[src/rtl/disp_scan_ctrl_pkg.sv]
// Shared constants and types for the multiplexed seven-segment scan controller.
// Segment order is {g,f,e,d,c,b,a}, active low.
package disp_scan_ctrl_pkg;

  localparam int unsigned NUM_DIGITS = 4;

  localparam logic [6:0] SEG_BLANK = 7'h7F;
  localparam logic [6:0] SEG_0     = 7'h40;
  localparam logic [6:0] SEG_1     = 7'h79;
  localparam logic [6:0] SEG_2     = 7'h24;
  localparam logic [6:0] SEG_3     = 7'h30;
  localparam logic [6:0] SEG_4     = 7'h19;
  localparam logic [6:0] SEG_5     = 7'h12;
  localparam logic [6:0] SEG_6     = 7'h02;
  localparam logic [6:0] SEG_7     = 7'h78;
  localparam logic [6:0] SEG_8     = 7'h00;
  localparam logic [6:0] SEG_9     = 7'h10;

  typedef enum logic {BLANK, ACTIVE} scan_state_t;

endpackage

[src/rtl/seg7_bcd_decode.sv]
// Combinational BCD to active-low seven-segment decode; codes 10-15 are blank.
module seg7_bcd_decode
  import disp_scan_ctrl_pkg::*;
(
  input  logic [3:0] bcd,
  output logic [6:0] seg
);

  always_comb begin
    seg = SEG_BLANK;
    case (bcd)
      4'd0:    seg = SEG_0;
      4'd1:    seg = SEG_1;
      4'd2:    seg = SEG_2;
      4'd3:    seg = SEG_3;
      4'd4:    seg = SEG_4;
      4'd5:    seg = SEG_5;
      4'd6:    seg = SEG_6;
      4'd7:    seg = SEG_7;
      4'd8:    seg = SEG_8;
      4'd9:    seg = SEG_9;
      default: seg = SEG_BLANK;
    endcase
  end

endmodule

[src/rtl/disp_scan_ctrl.sv]
// 4-digit seven-segment scan scheduler: per-slot anti-ghost blanking, 16-level PWM
// brightness and a valid/ready double buffer swapped only at frame boundaries.
module disp_scan_ctrl
  import disp_scan_ctrl_pkg::*;
#(
  parameter int unsigned DIGIT_TICKS = 250000,
  parameter int unsigned BLANK_TICKS = 1000
) (
  input  logic        clk,
  input  logic        rst_n,
  input  logic        load_valid,
  output logic        load_ready,
  input  logic [15:0] load_data,
  input  logic [3:0]  load_dp,
  input  logic [3:0]  brightness,
  output logic [3:0]  an,
  output logic [6:0]  seg,
  output logic        dp,
  output logic [1:0]  digit_sel,
  output logic        frame_done
);

  localparam int unsigned CNT_W = (DIGIT_TICKS > 1) ? $clog2(DIGIT_TICKS) : 1;
  localparam logic [CNT_W-1:0] SLOT_LAST  = CNT_W'(DIGIT_TICKS - 1);
  localparam logic [CNT_W-1:0] BLANK_LAST = CNT_W'(BLANK_TICKS - 1);

  scan_state_t      state, state_nxt;
  logic [CNT_W-1:0] slot_cnt;
  logic [1:0]       dsel;
  logic [3:0]       pwm_cnt, bright_lat;
  logic             pending, accept, slot_end, frame_end;
  logic [15:0]      shadow, active;
  logic [3:0]       shadow_dp, active_dp;
  logic [3:0]       bcd;
  logic [6:0]       glyph;
  logic [3:0]       an_d;
  logic [6:0]       seg_d;
  logic             dp_d;

  assign slot_end   = (slot_cnt == SLOT_LAST);
  assign frame_end  = slot_end && (dsel == 2'd3);
  assign load_ready = rst_n && !pending;
  assign accept     = load_valid && load_ready;

  always_ff @(posedge clk or negedge rst_n) begin
    if (!rst_n) state <= BLANK;
    else        state <= state_nxt;
  end

  always_comb begin
    state_nxt = state;
    case (state)
      BLANK:  if (slot_cnt == BLANK_LAST) state_nxt = ACTIVE;
      ACTIVE: if (slot_end)               state_nxt = BLANK;
    endcase
  end

  always_ff @(posedge clk or negedge rst_n) begin
    if (!rst_n) begin
      slot_cnt   <= '0;
      dsel       <= '0;
      pwm_cnt    <= '0;
      bright_lat <= '0;
    end else begin
      slot_cnt <= slot_end ? '0 : slot_cnt + 1'b1;
      if (slot_end) dsel <= dsel + 1'b1;
      // Brightness is captured once per slot so a change never alters the current digit.
      if (slot_cnt == '0) bright_lat <= brightness;
      pwm_cnt <= (state == BLANK && state_nxt == ACTIVE) ? '0 : pwm_cnt + 1'b1;
    end
  end

  // The swap keys off the registered frame_done, so pending must predate that cycle.
  always_ff @(posedge clk or negedge rst_n) begin
    if (!rst_n) begin
      pending   <= 1'b0;
      shadow    <= '1;
      shadow_dp <= '0;
      active    <= '1;
      active_dp <= '0;
    end else begin
      if (accept) begin
        shadow    <= load_data;
        shadow_dp <= load_dp;
        pending   <= 1'b1;
      end else if (frame_done && pending) begin
        active    <= shadow;
        active_dp <= shadow_dp;
        pending   <= 1'b0;
      end
    end
  end

  always_comb begin
    case (dsel)
      2'd0:    bcd = active[3:0];
      2'd1:    bcd = active[7:4];
      2'd2:    bcd = active[11:8];
      default: bcd = active[15:12];
    endcase
  end

  seg7_bcd_decode u_dec (
    .bcd (bcd),
    .seg (glyph)
  );

  always_comb begin
    an_d  = '1;
    seg_d = SEG_BLANK;
    dp_d  = 1'b1;
    if (state == ACTIVE) begin
      seg_d = glyph;
      dp_d  = ~active_dp[dsel];
      if (pwm_cnt <= bright_lat) an_d = ~(4'b0001 << dsel);
    end
  end

  always_ff @(posedge clk or negedge rst_n) begin
    if (!rst_n) begin
      an         <= '1;
      seg        <= SEG_BLANK;
      dp         <= 1'b1;
      digit_sel  <= '0;
      frame_done <= 1'b0;
    end else begin
      an         <= an_d;
      seg        <= seg_d;
      dp         <= dp_d;
      digit_sel  <= dsel;
      frame_done <= frame_end;
    end
  end

endmodule

[config.mk]
export PLATFORM = sky130hd
export DESIGN_NAME = disp_scan_ctrl
export DESIGN_NICKNAME = d
export VERILOG_FILES = /design/src/rtl/disp_scan_ctrl_pkg.sv /design/src/rtl/seg7_bcd_decode.sv /design/src/rtl/disp_scan_ctrl.sv
export SDC_FILE = /design/constraint.sdc
export NUM_CORES = 1
export LEC_CHECK = 0
export CORE_AREA = 2 2 83 85
export CTS_CLUSTER_DIAMETER = 150
export DETAILED_ROUTE_END_ITERATION = 8
export DIE_AREA = 0 0 85 87
export GPL_ROUTABILITY_DRIVEN = 1
export PLACE_DENSITY = 0.94
export SYNTH_ARGS = -nofsm -noshare
export SYNTH_HDL_FRONTEND = slang
export SYNTH_SLANG_ARGS = --single-unit
export TNS_END_PERCENT = 50
[constraint.sdc]
create_clock -name clk -period 4.45 [get_ports clk]
set_input_delay 0.6675 -clock clk [delete_from_list [all_inputs] [get_ports clk]]
set_output_delay 0.6675 -clock clk [all_outputs]
set_load 0.005 [all_outputs]
==> results of run 1 <==
[kinds of logic (layout without fill, tap and decap cells)]
kind of cell               Yosys count  in the layout
AOI/OAI and AO/OA                   22             22
xor gates and xnor gates            19             19
adders and majority gates           15             15
buffers and inverters               25             75
DFF                                 85             85
muxes                               48             48
and+or+nand+nor                     84             84
[placed cells by master (no fill, tap or decap), types with 6 or more instances in the layout]
| cell type | Yosys | final |
|---|---|---|
| inv_1 | 15 | 15 |
| mux2_2 | 42 | 42 |
| dfrtp_1 | 41 | 41 |
| ha_1 | 15 | 15 |
| nand4_1 | 6 | 6 |
| nor2b_1 | 6 | 6 |
| nand2_1 | 19 | 19 |
| clkdlybuf4s50_1 | 0 | 41 |
| xor2_1 | 10 | 10 |
| clkbuf_8 | 0 | 10 |
| nand3_1 | 13 | 13 |
| o21ai_1 | 6 | 6 |
| dfstp_2 | 44 | 44 |
| xnor2_1 | 9 | 9 |
| nor2_1 | 23 | 23 |
[synthesized netlist by cell type (3+ instances only)]
library cell   n
and3_1         5
nand4_1        6
nand3_1       13
mux2i_1        3
buf_2          3
dfrtp_1       41
xnor2_1        9
dfstp_2       44
nor2_1        23
xor2_1        10
o21ai_0        5
nor2b_1        6
inv_1         15
mux2_2        42
nand2_1       19
clkbuf_1       5
o21ai_1        6
a222oi_1       4
ha_1          15
[path summary, 6_finish.rpt]
kind / from / end / slack [ns] / cells after the start
worst max-delay path: dsel[0]$_DFFE_PN0N_ / seg[1]$_DFF_PN1_ / 1.97 / 7
worst min-delay path: slot_cnt[11]$_DFF_PN0_ / slot_cnt[11]$_DFF_PN0_ / 0.50 / 1
worst max register to register: dsel[0]$_DFFE_PN0N_ / seg[1]$_DFF_PN1_ / 1.97 / 7
worst min register to register: slot_cnt[11]$_DFF_PN0_ / slot_cnt[11]$_DFF_PN0_ / 0.50 / 1
max in group asynchronous: rst_n / slot_cnt[5]$_DFF_PN0_ / 3.20 / 2
min in group asynchronous: rst_n / pending$_DFFE_PN0P_ / 0.60 / 2
[power by group through the flow]
stage | combinational, mW | sequential, mW | clock [mW]
after floorplan | 0.0113 | 0.803 | 0
final | 0.0497 | 0.791 | 0.532
after global placement | 0.0490 | 0.804 | 0
after detailed placement | 0.0509 | 0.805 | 0
after global routing | 0.0556 | 0.792 | 0.589
after CTS | 0.0511 | 0.791 | 0.548
[through the flow]
step                setup WS, ns  std cells  utilization (%)
floorplan                   2.52        298                -
global placement            2.20        412             65.1
detailed placement          2.12        412             65.1
CTS                         1.99        428             68.2
global route                1.82        428             68.2
finish                      1.97        428             68.2
[worst max-delay path: cells and delay by family, from the launching register on]
kind            cells  cell delay [ns]
compound gates      2             0.75
fa+ha+maj           2             0.65
flops               1             0.49
mux                 1             0.27
buf+inv             1             0.13
simple gates        1             0.13
[sequential cells by signal (all words and copies together) (netlist names), 7 cells and up]
name,count
slot_cnt,18
active,16
shadow,16
seg,7
[routing by layer]
metal  up-vias  wire length (µm)  global-route usage (%)
met4         0               129                    10.1
li1       1119                 -                       -
met1      1177              3020                    26.8
met5         -                 0                       0
met2        60              3430                    32.8
met3        13               257                    4.36
[cell type report]
type,instances,area [µm²],area share [%]
Timing Repair Buffer,43,425,9.50
Multi-Input combinational cell,188,1510,33.7
Clock inverter,5,40.0,0.894
Clock buffer,11,163,3.63
Tap cell,80,100,2.24
Sequential cell,85,2180,48.7
Inverter,16,60.1,1.34
==> impl_metrics.csv, run 1 <==
group,metric,value,unit
run_status,status,"finished clean",
pwr,power.density,307,nW/µm²
clock_tree,clk_latency,0.36,ns
critical_path,worstPathCellList,"inv_1, ha_1, a222oi_1, mux2i_2, ha_1, nor2b_1, o21ai_0",
timing,finalSetupTns,0,ns
yosys,synth-simple-area-share,11.8,%
timing,whs,0.498,ns
critical_path,cp_slowest_cell,"a222oi_1",
yosys,yosysSeqAreaShare,57.6,%
clock_tree,clk_path_buf_depth,2,
critical_path,slowest_delay,0.57,ns
clock_tree,clock-sinks,85,
global_routing,antenna_found_initial,0,
yosys,synth_cell_type_count,40,
cells_and_area,area_growth,18.1,%
yosys,synthArstFlopShare,100,%
global_routing,grt_max_degree,86,
floorplanning,core.rowCount,30,
placed_design,portBuffers,42,
yosys,synthTopCellsByArea,"dfstp_2 31%, dfrtp_1 27%, mux2_2 12%, ha_1 5.0%, xor2_1 2.3%",
timing,report.final.slew_viol_count,0,
clock_tree,cts_setup_buffers,0,
cells_and_area,layout-drive-gt1-share,32.8,%
yosys,syn-num-nets,340,
global_routing,grt_pass1_vias,2411,
clock_tree,cts_max_level,3,
yosys,synth_top_area_share,30.5,%
global_routing,gr-total-overflow,0,
timing,slew_headroom,32.4,%
route,drc_errors,0,
yosys,synth-adder-area-share,4.95,%
yosys,synth-edff-count,0,
route,dr.pass1.iters,4,
yosys,yosysWarnings,0,
timing,fin_worst_skew,0.0118,ns
pwr,seqPwrFrac,57.6,%
pwr,leakage,2.03,nW
route,ant_nets,0,
clock_tree,postCtsHoldBufs,0,
clock_tree,cts_root_buf,"clkbuf_8",
timing,rsz0062_at_grt,"no",
timing,period_needed,2.48,ns
floorplanning,ios,43,
pwr,pwr-share-comb,3.6,%
clock_tree,cts_resized,0,
pwr,sw_frac_of_total,22.0,%
timing,fmax,0.403,GHz
timing,fin_crit_sh,55.8,%
yosys,synth.area.mux_share,14.6,%
critical_path,path_class,"reg -> reg",
floorplanning,die_width,85,µm
global_routing,grtUsageTotal,20.5,%
worst_hold_path,min_path_type,"reg -> reg",
yosys,synth_top_area_cell,"dfstp_2",
timing,setup_violations,0,
job,maxCapViolCount,0,
route,vias,2369,
floorplanning,start_util,57.7,%
clock_tree,cts_made_buffers,9,
yosys,synth_xor_area_share,4.39,%
yosys,synth_cells,298,
pwr,power.total,1.37,mW
yosys,syn_area,3790,µm²
critical_path,worst_path_most_repeated_cell,"ha_1",
clock_tree,clk_pin_slew,0.09,ns
route,viasPerCell,5.54,
critical_path,start_kind,"flop",
pwr,switchingPower,0.302,mW
route,detail_route.wirelength,6830,µm
placed_design,finalWeightedCongestion,0.886,
yosys,synth_top_family_by_area,"multiplexers",
floorplanning,die_h,87,µm
yosys,synthesis.area_per_instance,12.7,µm²
pwr,clkPwrFrac,38.8,%
pwr,ir_drop,223,µV
cells_and_area,insertedDiodeCount,0,
clock_tree,cts_tree,"done",
critical_path,end_kind,"flop",
pwr,p_int,1.07,mW
yosys,ys_ff_latch,85,
timing,worst_slew_pin_slew,1.01,ns
route,drt-initial-drc-count,192,
cells_and_area,layout.nets,385,
cells_and_area,post-route-cell-area,4480,µm²
yosys,synthFlopType,"dfstp_2",
yosys,synth-compound-area-share,4.03,%
critical_path,crit_arrival,2.77,ns
timing,finalHoldViolCount,0,
route,wire_per_inst,16.0,µm
cells_and_area,fillCellCount,451,
floorplanning,die_area,7400,µm²
critical_path,cp_max_fo,6,
placed_design,place_hpwl,4800,µm
critical_path,required,4.74,ns
floorplanning,core,6570,µm²
global_routing,grt_pass1_wl,11600,µm
placed_design,placed_area,4270,µm²
(Power assumes the default switching activity.)
==> run 2, diff against run 1 <==
--- a/config.mk
+++ b/config.mk
@@ -5,12 +5,12 @@
 export SDC_FILE = /design/constraint.sdc
 export NUM_CORES = 1
 export LEC_CHECK = 0
-export CORE_AREA = 2 2 83 85
+export CORE_AREA = 2 2 91 93
 export CTS_CLUSTER_DIAMETER = 150
 export DETAILED_ROUTE_END_ITERATION = 8
-export DIE_AREA = 0 0 85 87
+export DIE_AREA = 0 0 93 95
 export GPL_ROUTABILITY_DRIVEN = 1
-export PLACE_DENSITY = 0.94
+export PLACE_DENSITY = 0.84
 export SYNTH_ARGS = -nofsm -noshare
 export SYNTH_HDL_FRONTEND = slang
 export SYNTH_SLANG_ARGS = --single-unit
==> constraint.sdc (replaced) <==
create_clock -name clk -period 2 [get_ports clk]
set_input_delay 0.3 -clock clk [delete_from_list [all_inputs] [get_ports clk]]
set_output_delay 0.3 -clock clk [all_outputs]
set_load 0.005 [all_outputs]
==> run 2 against run 1 <==
Cell area is 4.1% higher. Utilization shrank 9.3 points. Critical path depth is 2 higher. Combinational power grew 140%. Global-route usage shrank 3.0 points. Wire length grew 2.3%. Critical path type unchanged. Critical endpoint is now seg[3]$_DFF_PN1_.
==> impl_metrics.csv, run 2 (synthesis gave the netlist of run 1 again) <==
group,metric,value,unit
timing,fin_worst_skew,0.00834,ns
pwr,leakage,2.11,nW
route,detail_route.wirelength,6990,µm
route,drt-initial-drc-count,117,
pwr,power.density,660,nW/µm²
route,vias,2394,
critical_path,required,2.30,ns
critical_path,slowest_delay,0.41,ns
worst_hold_path,min_path_type,"in -> async",
cells_and_area,mostFrequentLayoutCells,"44 x dfstp_2, 41 x mux2_2, 41 x clkdlybuf4s50_1",
critical_path,path_class,"reg -> reg",
placed_design,place_hpwl,5050,µm
timing,worst_slew_pin_slew,0.477,ns
clock_tree,clk_latency,0.36,ns
job,maxCapViolCount,0,
floorplanning,core.rowCount,33,
floorplanning,core,7930,µm²
pwr,ir_drop,356,µV
timing,finalHoldViolCount,0,
route,wire_per_inst,14.9,µm
critical_path,end_kind,"flop",
critical_path,worstPathCellList,"inv_2, ha_4, a222oi_1, mux2i_2, buf_4, inv_4, nand2_4, o311a_1, nand2_1",
cells_and_area,layout.nets,402,
critical_path,cp_max_fo,5,
floorplanning,die_h,95,µm
timing,fmax,0.517,GHz
floorplanning,ios,43,
cells_and_area,fillCellCount,638,
global_routing,antenna_found_initial,0,
cells_and_area,final_common_cell,"dfstp_2",
cells_and_area,largest_register,"slot_cnt",
timing,fin_crit_sh,96.7,%
global_routing,grt_pass1_vias,2413,
placed_design,portBuffers,42,
global_routing,grtUsageTotal,17.5,%
clock_tree,clock-sinks,85,
timing,slew_headroom,68.2,%
cells_and_area,area_growth,23.0,%
critical_path,crit_arrival,2.24,ns
global_routing,gr-total-overflow,0,
route,viasPerCell,5.09,
placed_design,place_ws,0.0476,ns
clock_tree,clk_pin_slew,0.09,ns
critical_path,crit_buf_inv,3,
global_routing,grt_pass1_wl,11600,µm
floorplanning,start_util,47.8,%
floorplanning,die_area,8840,µm²
cells_and_area,largest_reg_flops,18,
clock_tree,cts_tree,"done",
global_routing,grt_max_degree,42,
critical_path,r2r_end,"seg[3]$_DFF_PN1_",
cells_and_area,multiInputGateArea,1530,µm²
clock_tree,cts_max_level,3,
cells_and_area,insertedDiodeCount,0,
clock_tree,clk_path_buf_depth,2,
floorplanning,die_width,93,µm
timing,rsz0062_at_grt,"yes",
run_status,status,"finished clean",
timing,report.final.slew_viol_count,0,
route,dr.pass1.iters,4,
clock_tree,cts_made_buffers,9,
critical_path,cp_slowest_cell,"dfrtp_1",
critical_path,reg2reg_slack,0.07,ns
route,ant_nets,0,
timing,setup_violations,0,
timing,period_needed,1.93,ns
route,drc_errors,0,
critical_path,r2r_start,"dsel[1]$_DFFE_PN0N_",
placed_design,finalWeightedCongestion,0.794,
critical_path,start_kind,"flop",
cells_and_area,layout-drive-gt1-share,37.0,%
timing,fin_ws,0.0653,ns
cells_and_area,seqCellArea,2180,µm²
cells_and_area,final_util,58.8,%
cells_and_area,top_regs,"slot_cnt: 18 flops, active: 16 flops, shadow: 16 flops",
critical_path,cpLargestDelayFamily,"compound AO/OA/AOI/OAI gates",
clock_tree,cts_root_buf,"clkbuf_8",
critical_path,rr_worst_depth,9,
[run 2: cell count changes in the layout (fill, tap and decap cells not counted), moves of 2 or more]
cell	change
inv_6	+3
inv_1	-2
buf_4	+16
clkinv_4	-2
ha_1	-2
[run 2: report_power, final]
part	switching (mW)	internal [mW]	total [mW]	leakage [nW]
Sequential	0.00993	1.75	1.76	0.993
Clock	0.655	0.544	1.20	0.0955
Combinational	0.0506	0.0664	0.117	1.02
Total	0.716	2.36	3.08	2.11
[run 2: area by class of cell]
type / count / area share, %
clock buffer: 10 / 3.19
clock inverter: 6 / 1.07
inverter: 16 / 1.34
multi-input combinational: 188 / 32.8
sequential: 85 / 46.8
tap: 105 / 2.82
timing repair buffer: 60 / 11.9
[run 2: repair_timing]
item                       CTS  global route
buffers inserted             0             3
setup endpoints to repair    1            10
hold endpoints to repair     6             0
pin swaps                    1             3
hold buffers                 1             0
resized for setup            0            10
[run 2: how the worst max path moves through the flow]
stage,slack (ns),startpoint,cells after the start,end
5_1_grt,-0.09,dsel[1]$_DFFE_PN0N_,9,seg[0]$_DFF_PN1_
6_report,0.07,dsel[1]$_DFFE_PN0N_,9,seg[3]$_DFF_PN1_
3_5_place_dp,0.05,dsel[1]$_DFFE_PN0N_,7,seg[1]$_DFF_PN1_
4_1_cts,0.00005,dsel[0]$_DFFE_PN0N_,8,seg[5]$_DFF_PN1_
3_3_place_gp,0.11,dsel[0]$_DFFE_PN0N_,8,seg[5]$_DFF_PN1_
2_1_floorplan,0.07,dsel[0]$_DFFE_PN0N_,7,seg[1]$_DFF_PN1_
[run 2: per-layer routing]
layer | global-route usage [%] | routed length, µm | vias to the layer above
li1 | - | - | 1147
met1 | 21.9 | 3060 | 1170
met2 | 28.7 | 3520 | 61
met3 | 3.35 | 231 | 16
met4 | 9.56 | 181 | 0
met5 | 0 | 0 | -
[run 2: through the flow]
step | area, µm² | power [mW] | TNS [ns] | hold WS [ns] | instances
5_1_grt | 4660 | 3.19 | -0.401 | 0.0609 | 470
4_1_cts | 4610 | 3.11 | 0 | 0.0343 | 467
3_5_place_dp | 4400 | 1.91 | 0 | 0.319 | 450
6_report | 4660 | 3.08 | 0 | 0.0250 | 470
3_3_place_gp | 4400 | 1.90 | 0 | 0.317 | 450
2_1_floorplan | 3790 | 1.81 | 0 | 0.00441 | 298
